==> config.mk <==
export PLATFORM = sky130hd
export DESIGN_NAME = onehot_encoder
export DESIGN_NICKNAME = d
export VERILOG_FILES = /design/src/rtl/encoder_pkg.sv /design/src/rtl/lsb_priority_enc.sv /design/src/rtl/onehot_encoder.sv
export SDC_FILE = /design/constraint.sdc
export NUM_CORES = 1
export LEC_CHECK = 0
export BUFFER_PORTS_ARGS = -buffer_cell sky130_fd_sc_hd__buf_4
export CAP_MARGIN = 20
export CORE_ASPECT_RATIO = 0.9
export CORE_MARGIN = 10
export CORE_UTILIZATION = 47
export DETAILED_ROUTE_END_ITERATION = 10
export PLACE_DENSITY = 0.81
export SLEW_MARGIN = 0
export SYNTH_ARGS = -nofsm -noshare
export SYNTH_HDL_FRONTEND = slang
export SYNTH_HIERARCHICAL = 1
export SYNTH_SLANG_ARGS = --single-unit
==> constraint.sdc <==
create_clock -name clk -period 1.7 [get_ports clk]
set_input_delay 0.085 -clock clk [delete_from_list [all_inputs] [get_ports clk]]
set_output_delay 0.085 -clock clk [all_outputs]
set_load 0.01 [all_outputs]
==> src/rtl/encoder_pkg.sv <==
// Shared types for the one-hot encoder: skid-buffer FSM states and the
// encoded payload layout used by the default 8-line configuration.
package encoder_pkg;

  localparam int unsigned ENC_N_DEF = 8;
  localparam int unsigned ENC_W_DEF = $clog2(ENC_N_DEF);

  typedef enum logic [1:0] {
    ENC_EMPTY = 2'd0,
    ENC_HALF  = 2'd1,
    ENC_FULL  = 2'd2
  } enc_state_t;

  typedef struct packed {
    logic [ENC_W_DEF-1:0] code;
    logic                 zero;
    logic                 multi;
  } enc_payload_t;

  // True when a word is malformed and must be counted.
  function automatic logic enc_is_error(input logic zero, input logic multi);
    return zero | multi;
  endfunction

endpackage

==> src/rtl/lsb_priority_enc.sv <==
// Combinational lowest-set-bit encoder with all-zero and multi-hot detection.
module lsb_priority_enc #(
  parameter  int unsigned N = 8,
  localparam int unsigned W = $clog2(N)
) (
  input  logic [N-1:0] i_data,
  output logic [W-1:0] o_code,
  output logic         o_zero,
  output logic         o_multi
);

  logic [N-1:0] w_clear_lsb;

  // Walking down from the MSB lets the lowest set bit win.
  always_comb begin
    o_code = '0;
    for (int i = N - 1; i >= 0; i--) begin
      if (i_data[i]) o_code = W'(i);
    end
  end

  // Clearing the lowest set bit leaves something only for multi-hot words.
  assign w_clear_lsb = i_data & (i_data - N'(1));
  assign o_zero      = (i_data == '0);
  assign o_multi     = (w_clear_lsb != '0);

endmodule

==> src/rtl/onehot_encoder.sv <==
// Registered one-hot to binary encoder behind a two-entry skid buffer,
// with a saturating count of malformed words.
module onehot_encoder
  import encoder_pkg::*;
#(
  parameter  int unsigned N     = 8,
  parameter  int unsigned CNT_W = 8,
  localparam int unsigned W     = $clog2(N)
) (
  input  logic             clk,
  input  logic             rst,
  input  logic             in_valid,
  output logic             in_ready,
  input  logic [N-1:0]     in_data,
  output logic             out_valid,
  input  logic             out_ready,
  output logic [W-1:0]     out_code,
  output logic             out_zero,
  output logic             out_multi,
  output logic [CNT_W-1:0] err_count
);

  localparam logic [CNT_W-1:0] CNT_MAX = '1;

  enc_state_t       r_state;
  enc_state_t       w_state_nxt;

  logic [W-1:0]     r_main_code;
  logic             r_main_zero;
  logic             r_main_multi;
  logic [W-1:0]     r_skid_code;
  logic             r_skid_zero;
  logic             r_skid_multi;
  logic [CNT_W-1:0] r_err_count;

  logic [W-1:0]     w_enc_code;
  logic             w_enc_zero;
  logic             w_enc_multi;
  logic             w_in_fire;
  logic             w_out_fire;
  logic             w_load_main;
  logic             w_load_skid;
  logic             w_move_skid;

  lsb_priority_enc #(
    .N (N)
  ) u_enc (
    .i_data  (in_data),
    .o_code  (w_enc_code),
    .o_zero  (w_enc_zero),
    .o_multi (w_enc_multi)
  );

  assign in_ready   = (r_state != ENC_FULL) && !rst;
  assign out_valid  = (r_state != ENC_EMPTY);
  assign w_in_fire  = in_valid && in_ready;
  assign w_out_fire = out_valid && out_ready;

  always_ff @(posedge clk or posedge rst) begin
    if (rst) r_state <= ENC_EMPTY;
    else     r_state <= w_state_nxt;
  end

  // Next state and which payload register captures what this cycle.
  always_comb begin
    w_state_nxt = r_state;
    w_load_main = 1'b0;
    w_load_skid = 1'b0;
    w_move_skid = 1'b0;
    unique case (r_state)
      ENC_EMPTY: begin
        if (w_in_fire) begin
          w_state_nxt = ENC_HALF;
          w_load_main = 1'b1;
        end
      end
      ENC_HALF: begin
        if (w_in_fire && w_out_fire) begin
          w_load_main = 1'b1;
        end else if (w_in_fire) begin
          w_state_nxt = ENC_FULL;
          w_load_skid = 1'b1;
        end else if (w_out_fire) begin
          w_state_nxt = ENC_EMPTY;
        end
      end
      ENC_FULL: begin
        if (w_out_fire) begin
          w_state_nxt = ENC_HALF;
          w_move_skid = 1'b1;
        end
      end
      default: w_state_nxt = ENC_EMPTY;
    endcase
  end

  always_ff @(posedge clk or posedge rst) begin
    if (rst) begin
      r_main_code  <= '0;
      r_main_zero  <= 1'b0;
      r_main_multi <= 1'b0;
    end else if (w_load_main) begin
      r_main_code  <= w_enc_code;
      r_main_zero  <= w_enc_zero;
      r_main_multi <= w_enc_multi;
    end else if (w_move_skid) begin
      r_main_code  <= r_skid_code;
      r_main_zero  <= r_skid_zero;
      r_main_multi <= r_skid_multi;
    end
  end

  always_ff @(posedge clk or posedge rst) begin
    if (rst) begin
      r_skid_code  <= '0;
      r_skid_zero  <= 1'b0;
      r_skid_multi <= 1'b0;
    end else if (w_load_skid) begin
      r_skid_code  <= w_enc_code;
      r_skid_zero  <= w_enc_zero;
      r_skid_multi <= w_enc_multi;
    end
  end

  // Counted at acceptance so a stalled word is never counted twice.
  always_ff @(posedge clk or posedge rst) begin
    if (rst) begin
      r_err_count <= '0;
    end else if (w_in_fire && enc_is_error(w_enc_zero, w_enc_multi) &&
                 (r_err_count != CNT_MAX)) begin
      r_err_count <= r_err_count + CNT_W'(1);
    end
  end

  assign out_code  = r_main_code;
  assign out_zero  = r_main_zero;
  assign out_multi = r_main_multi;
  assign err_count = r_err_count;

endmodule
-- Word-level counts from Yosys, hierarchy flattened
Index checks and enable logic that the tools add are counted.
- word-level logic and storage cells: 60
- output and inout port bits: 15
- input port bits: 12
- register bits: 20
- muxes and demuxes: 27
- bitwise operators: 2
- equal/unequal tests: 8
- $add $sub $neg: 2
- reductions and logical operators: 13
- operators by type and width (cell ; number):
    $mux W3 ; 10
    $mux W1 ; 10
    $mux W2 ; 5
    $add A8 B1 Y8 const B ; 1
    $and A8 B8 Y8 ; 1
    $logic_not A8 Y1 ; 1
    $ne A2 B2 Y1 const B ; 4
    $ne A8 B8 Y1 const B ; 1
    $reduce_bool A8 Y1 ; 1
    $sub A8 B1 Y8 const B ; 1
    $logic_and A1 B1 Y1 ; 6
    $pmux W2 S3 ; 1
    $reduce_and A4 Y1 ; 1
    $reduce_bool A2 Y1 ; 2
    $ne A3 B3 Y1 const B ; 1
    $eq A2 B1 Y1 const B ; 1
    $eq A2 B2 Y1 const B ; 1
    $logic_not A2 Y1 ; 1
    $pmux W1 S2 ; 1
    $logic_not A1 Y1 ; 1
    $or A1 B1 Y1 ; 1

-- Depth between registers and ports, before layout
- depth in word-level cells: 9
- depth in mapped cells: 7
- gate-level depth less buffers: 7

-- Hierarchy
The synthesis kept the hierarchy.
- by module, submodules not included (module ; instances ; area each (sq um) ; cells an instance ; seq. area each (sq um)):
    onehot_encoder ; 1 ; 989.7 ; 83 ; 500.5
    lsb_priority_enc ; 1 ; 136.4 ; 22 ; 0.0

-- Least setup slack after synthesis
Ideal clock, no wire load.
- path type: input-to-reg
- from: input in_data[3]
- to: register r_err_count[7], in the netlist err_count[7]
- path slack: -0.309 ns
- buffers on the path: 0
- required time: 1.575 ns
- arrival: 1.884 ns
- stages: 7
- setup time: 0.125 ns
- path through: or4_4 -> a2111oi_2 -> o32ai_1 -> nor2_1 -> or3_4 -> nor3b_2 -> mux2_2
- longest elaborated chain between the ends: 6
- elaborated cells on any way between the ends: 7
- classes of those cells: add/sub: 1; bitwise: 2; reduce/logical: 4
- RTL lines (element ; RTL line ; text):
    start, declared ; onehot_encoder.sv:14 ; input logic [N-1:0] in_data,
    $sub A8 B1 Y8 ; lsb_priority_enc.sv:23 ; assign w_clear_lsb = i_data & (i_data - N'(1));
    $and A8 B8 Y8 (*) ; lsb_priority_enc.sv:23 ;
    $reduce_bool A8 Y1 (*) ; lsb_priority_enc.sv:25 ; assign o_multi = (w_clear_lsb != '0);
    net w_enc_multi ; onehot_encoder.sv:38 ; logic w_enc_multi;
    $or A1 B1 Y1 (*) ; encoder_pkg.sv:22 ; return zero | multi;
    $logic_and A1 B1 Y1 (*) (2 in a row) ; onehot_encoder.sv:129 ; end else if (w_in_fire && enc_is_error(w_enc_zero, w_enc_multi) &&
    end signal, assigned ; onehot_encoder.sv:131 ; r_err_count <= r_err_count + CNT_W'(1);
    end, declared ; onehot_encoder.sv:34 ; logic [CNT_W-1:0] r_err_count;
The timed path passes the listed nets; every way through them passes the cells marked *.
A chain may end at the register's enable or synchronous reset.

-- Worst setup path after layout
- from: input in_data[3]
- to: register r_err_count[1], in the netlist err_count[1]
The elaborated chain is that of the path after synthesis.

==> results.yml <==
clock_network:
  htreeDepth: 1
  root_buffer: "clkbuf_4"
  clock-sinks: 20
  cts_buffers: 3
  cts_tree: "done"
  clk_path_buf_depth: 2
  clock_latency_ns: 0.31
  cts.clk_slew.worst_paths_ns: 0.11
drt:
  drc: 0
  drt-total-wl_um: 2890
  drtIter0Drc: 38
  num_vias: 1028
  ant_nets: 0
  dr.pass1.iters: 4
  wl_per_cell_um: 15.6
  vias_per_cell: 5.56
logic_synthesis:
  yosys_warnings: 6
  synth_edf_count: 0
  synth_ff_type: "dfrtp_1"
  ys_seq_area_share_pct: 44.4
  synthesis.nets: 118
  syn-cell-area_sq_um: 1130
  syn_inst: 105
  async_flop_share_pct: 100
  ys_seq_elements: 20
  syn_avg_cell_area_sq_um: 10.7
  ys_types: 33
pwr:
  p_total_uw: 1880
  p_per_area_nw_per_um2: 1140
  p_leak_uw: 0.000784
  p_switching_uw: 610
  swShare_pct: 32.4
  p_clk_share_pct: 20.8
  peakVddDrop_v: 0.000978
  combPwrFrac_pct: 42.4
  power_frac_seq_pct: 36.9
  internal-power_uw: 1270
timing:
  fin_crit_sh_pct: 99.2
  setup_viol: 0
  layout_min_cycle_time_ns: 1.69
  timing.fmax_mhz: 593
  finalClockSkew_ns: 0.00356
  slew_headroom_pct: 50.0
  fin_ws_ns: 0.0139
  rsz0062_at_grt: "no"
  tightest_slew_ns: 0.749
  final_max_slew_viol_count: 0
  hold_violations: 0
global_routing:
  first_global_vias: 1046
  antenna_found_initial: 0
  grt_pass1_wl_um: 4840
  overflow: 0
  track_usage_pct: 12.5
  grt_max_degree: 21
final_layout:
  final_nets: 172
  area.growth.synth_to_final_pct: 47.0
  fill_cells: 161
  antenna_cells: 0
  final_cell_mix: "buf_4, dfrtp_1, a21oi_1, nor3_1"
  final_common_cell: "buf_4"
  drive_gt1_share_pct: 47.5
critical_path:
  worstPathMaxFanout: 5
  cp_data_required_time_ns: 1.90
  worstRegToRegCells: 4
  cp_cell_sequence: "buf_4 > or4_4 > a2111oi_4 > o32ai_2 > nor2_2 > buf_4 > a2111oi_4 > mux2_4"
  crit_type: "in2reg"
  path_delay_family: "simple AND/OR/NAND/NOR gates"
  crit_path_end_kind: "register"
  cp_data_arrival_time_ns: 1.89
  slowest_delay_ns: 0.60
  cp_slowest_cell: "or4_4"
  cp.depth: 8
  cp-start-kind: "input port"
  path_buf_inv: 2
floorplanning:
  chipWidth_um: 71.6
  die_area_sq_um: 4760
  start_util_pct: 50.7
  pin_count: 27
  core_area_sq_um: 2220
  fp.dieH_um: 66.4
  fp-row-count: 16
place:
  gp_congestion: 0.830
  hpwlAfterDp_um: 2330
  dp_slack_ns: -0.326
  numPortBuffers: 26
hold_path:
  hold_class: "in2reg"
  holdPathStages: 5
run:
  cap_viol_max_count: 0
status:
  status: "completed"
==> worst register-to-register path, stage by stage, from the launching register on <==
cell	delay [ns]
dfrtp_1	0.40
ha_2	0.20
and3_4	0.19
a2111oi_4	0.38
mux2_4	0.34
==> repair_timing <==
action,4_1_cts,5_1_grt
endpoints found under the hold margin,21,0
hold buffers,2,0
cloned,0,0
pin swaps,1,7
buffers inserted,1,2
endpoints found under the setup margin,1,10
resized for setup,3,1
==> layout make-up <==
class | count | area, sq um | share of cell area, %
sequential | 20 | 500 | 30.2
clock buffer | 3 | 22.5 | 1.36
tap | 27 | 33.8 | 2.04
inverter | 5 | 18.8 | 1.13
timing repair buffer | 51 | 388 | 23.4
multi-input combinational | 78 | 662 | 40.0
clock inverter | 1 | 30.0 | 1.81
==> cell usage after synthesis, types with 2 or more instances <==
cell type	instances	share of area, %
and3_1	6	3.3
nand2_1	6	2.0
dfrtp_1	20	44
nor2b_1	2	1.1
mux2_2	7	7.0
a221o_1	5	4.4
buf_2	2	0.89
nor2_1	8	2.7
xor2_1	3	2.3
mux2i_1	3	2.7
nor3_1	8	3.6
nand3_1	3	1.3
inv_1	5	1.7
a21oi_1	8	3.6
==> worst paths after layout <==
kind,startpoint,end,slack (ns)
max reg2reg,err_count[0]$_DFFE_PP0P_,err_count[1]$_DFFE_PP0P_,0.08
max,in_data[3],err_count[1]$_DFFE_PP0P_,0.01
min in group asynchronous,rst,out_zero$_DFFE_PP0P_,0.47
max in group asynchronous,rst,out_code[0]$_DFFE_PP0P_,0.76
min,in_valid,err_count[2]$_DFFE_PP0P_,0.23
min reg2reg,r_skid_zero$_DFFE_PP0P_,r_skid_zero$_DFFE_PP0P_,0.51
==> logic make-up after synthesis <==
group,share of synthesized area [%]
AOI/OAI and AO/OA,14.7
buffers and inverters,2.56
xor gates and xnor gates,3.11
DFF,44.4
adders and majority gates,2.00
muxes,9.67
and+or+nand+nor,23.6
==> stage by stage <==
stage                     TNS [ns]  utilization [%]  hold slack (ns)  instances  instance area [sq um]
after global routing             0             74.5            0.242        185                   1660
after CTS                        0             73.5            0.226        183                   1630
after global placement       -1.88             69.4            0.260        176                   1540
after floorplan             -0.544                -           0.0488        105                   1170
final                            0             74.5            0.226        185                   1660
after detailed placement     -2.26             69.4            0.286        176                   1540
==> layer usage <==
metal  GRT usage [%]  routed length, um  up-vias  part of all wire (%)
li1                -                  -      496                     -
met1            15.4               1270      509                    44
met2            20.2               1420       21                    49
met3            5.26                179        2                   6.2
met4            2.17                 15        0                  0.52
met5               0                  0        -                     0
==> state kept, by name (all words and copies together), names as in the netlist <==
signal        cells
err_count         8
out_zero          1
r_skid_zero       1
r_skid_code       3
out_code          3
r_skid_multi      1
out_multi         1
r_state           2
==> power groups by stage <==
| stage | clock [uW] | combinational, uW | sequential (uW) |
|---|---|---|---|
| global placement | 0 | 747 | 686 |
| global route | 414 | 876 | 710 |
| finish | 390 | 796 | 693 |
| CTS | 400 | 801 | 695 |
| detailed placement | 0 | 771 | 702 |
| floorplan | 0 | 280 | 769 |
(Power assumes the default switching activity.)
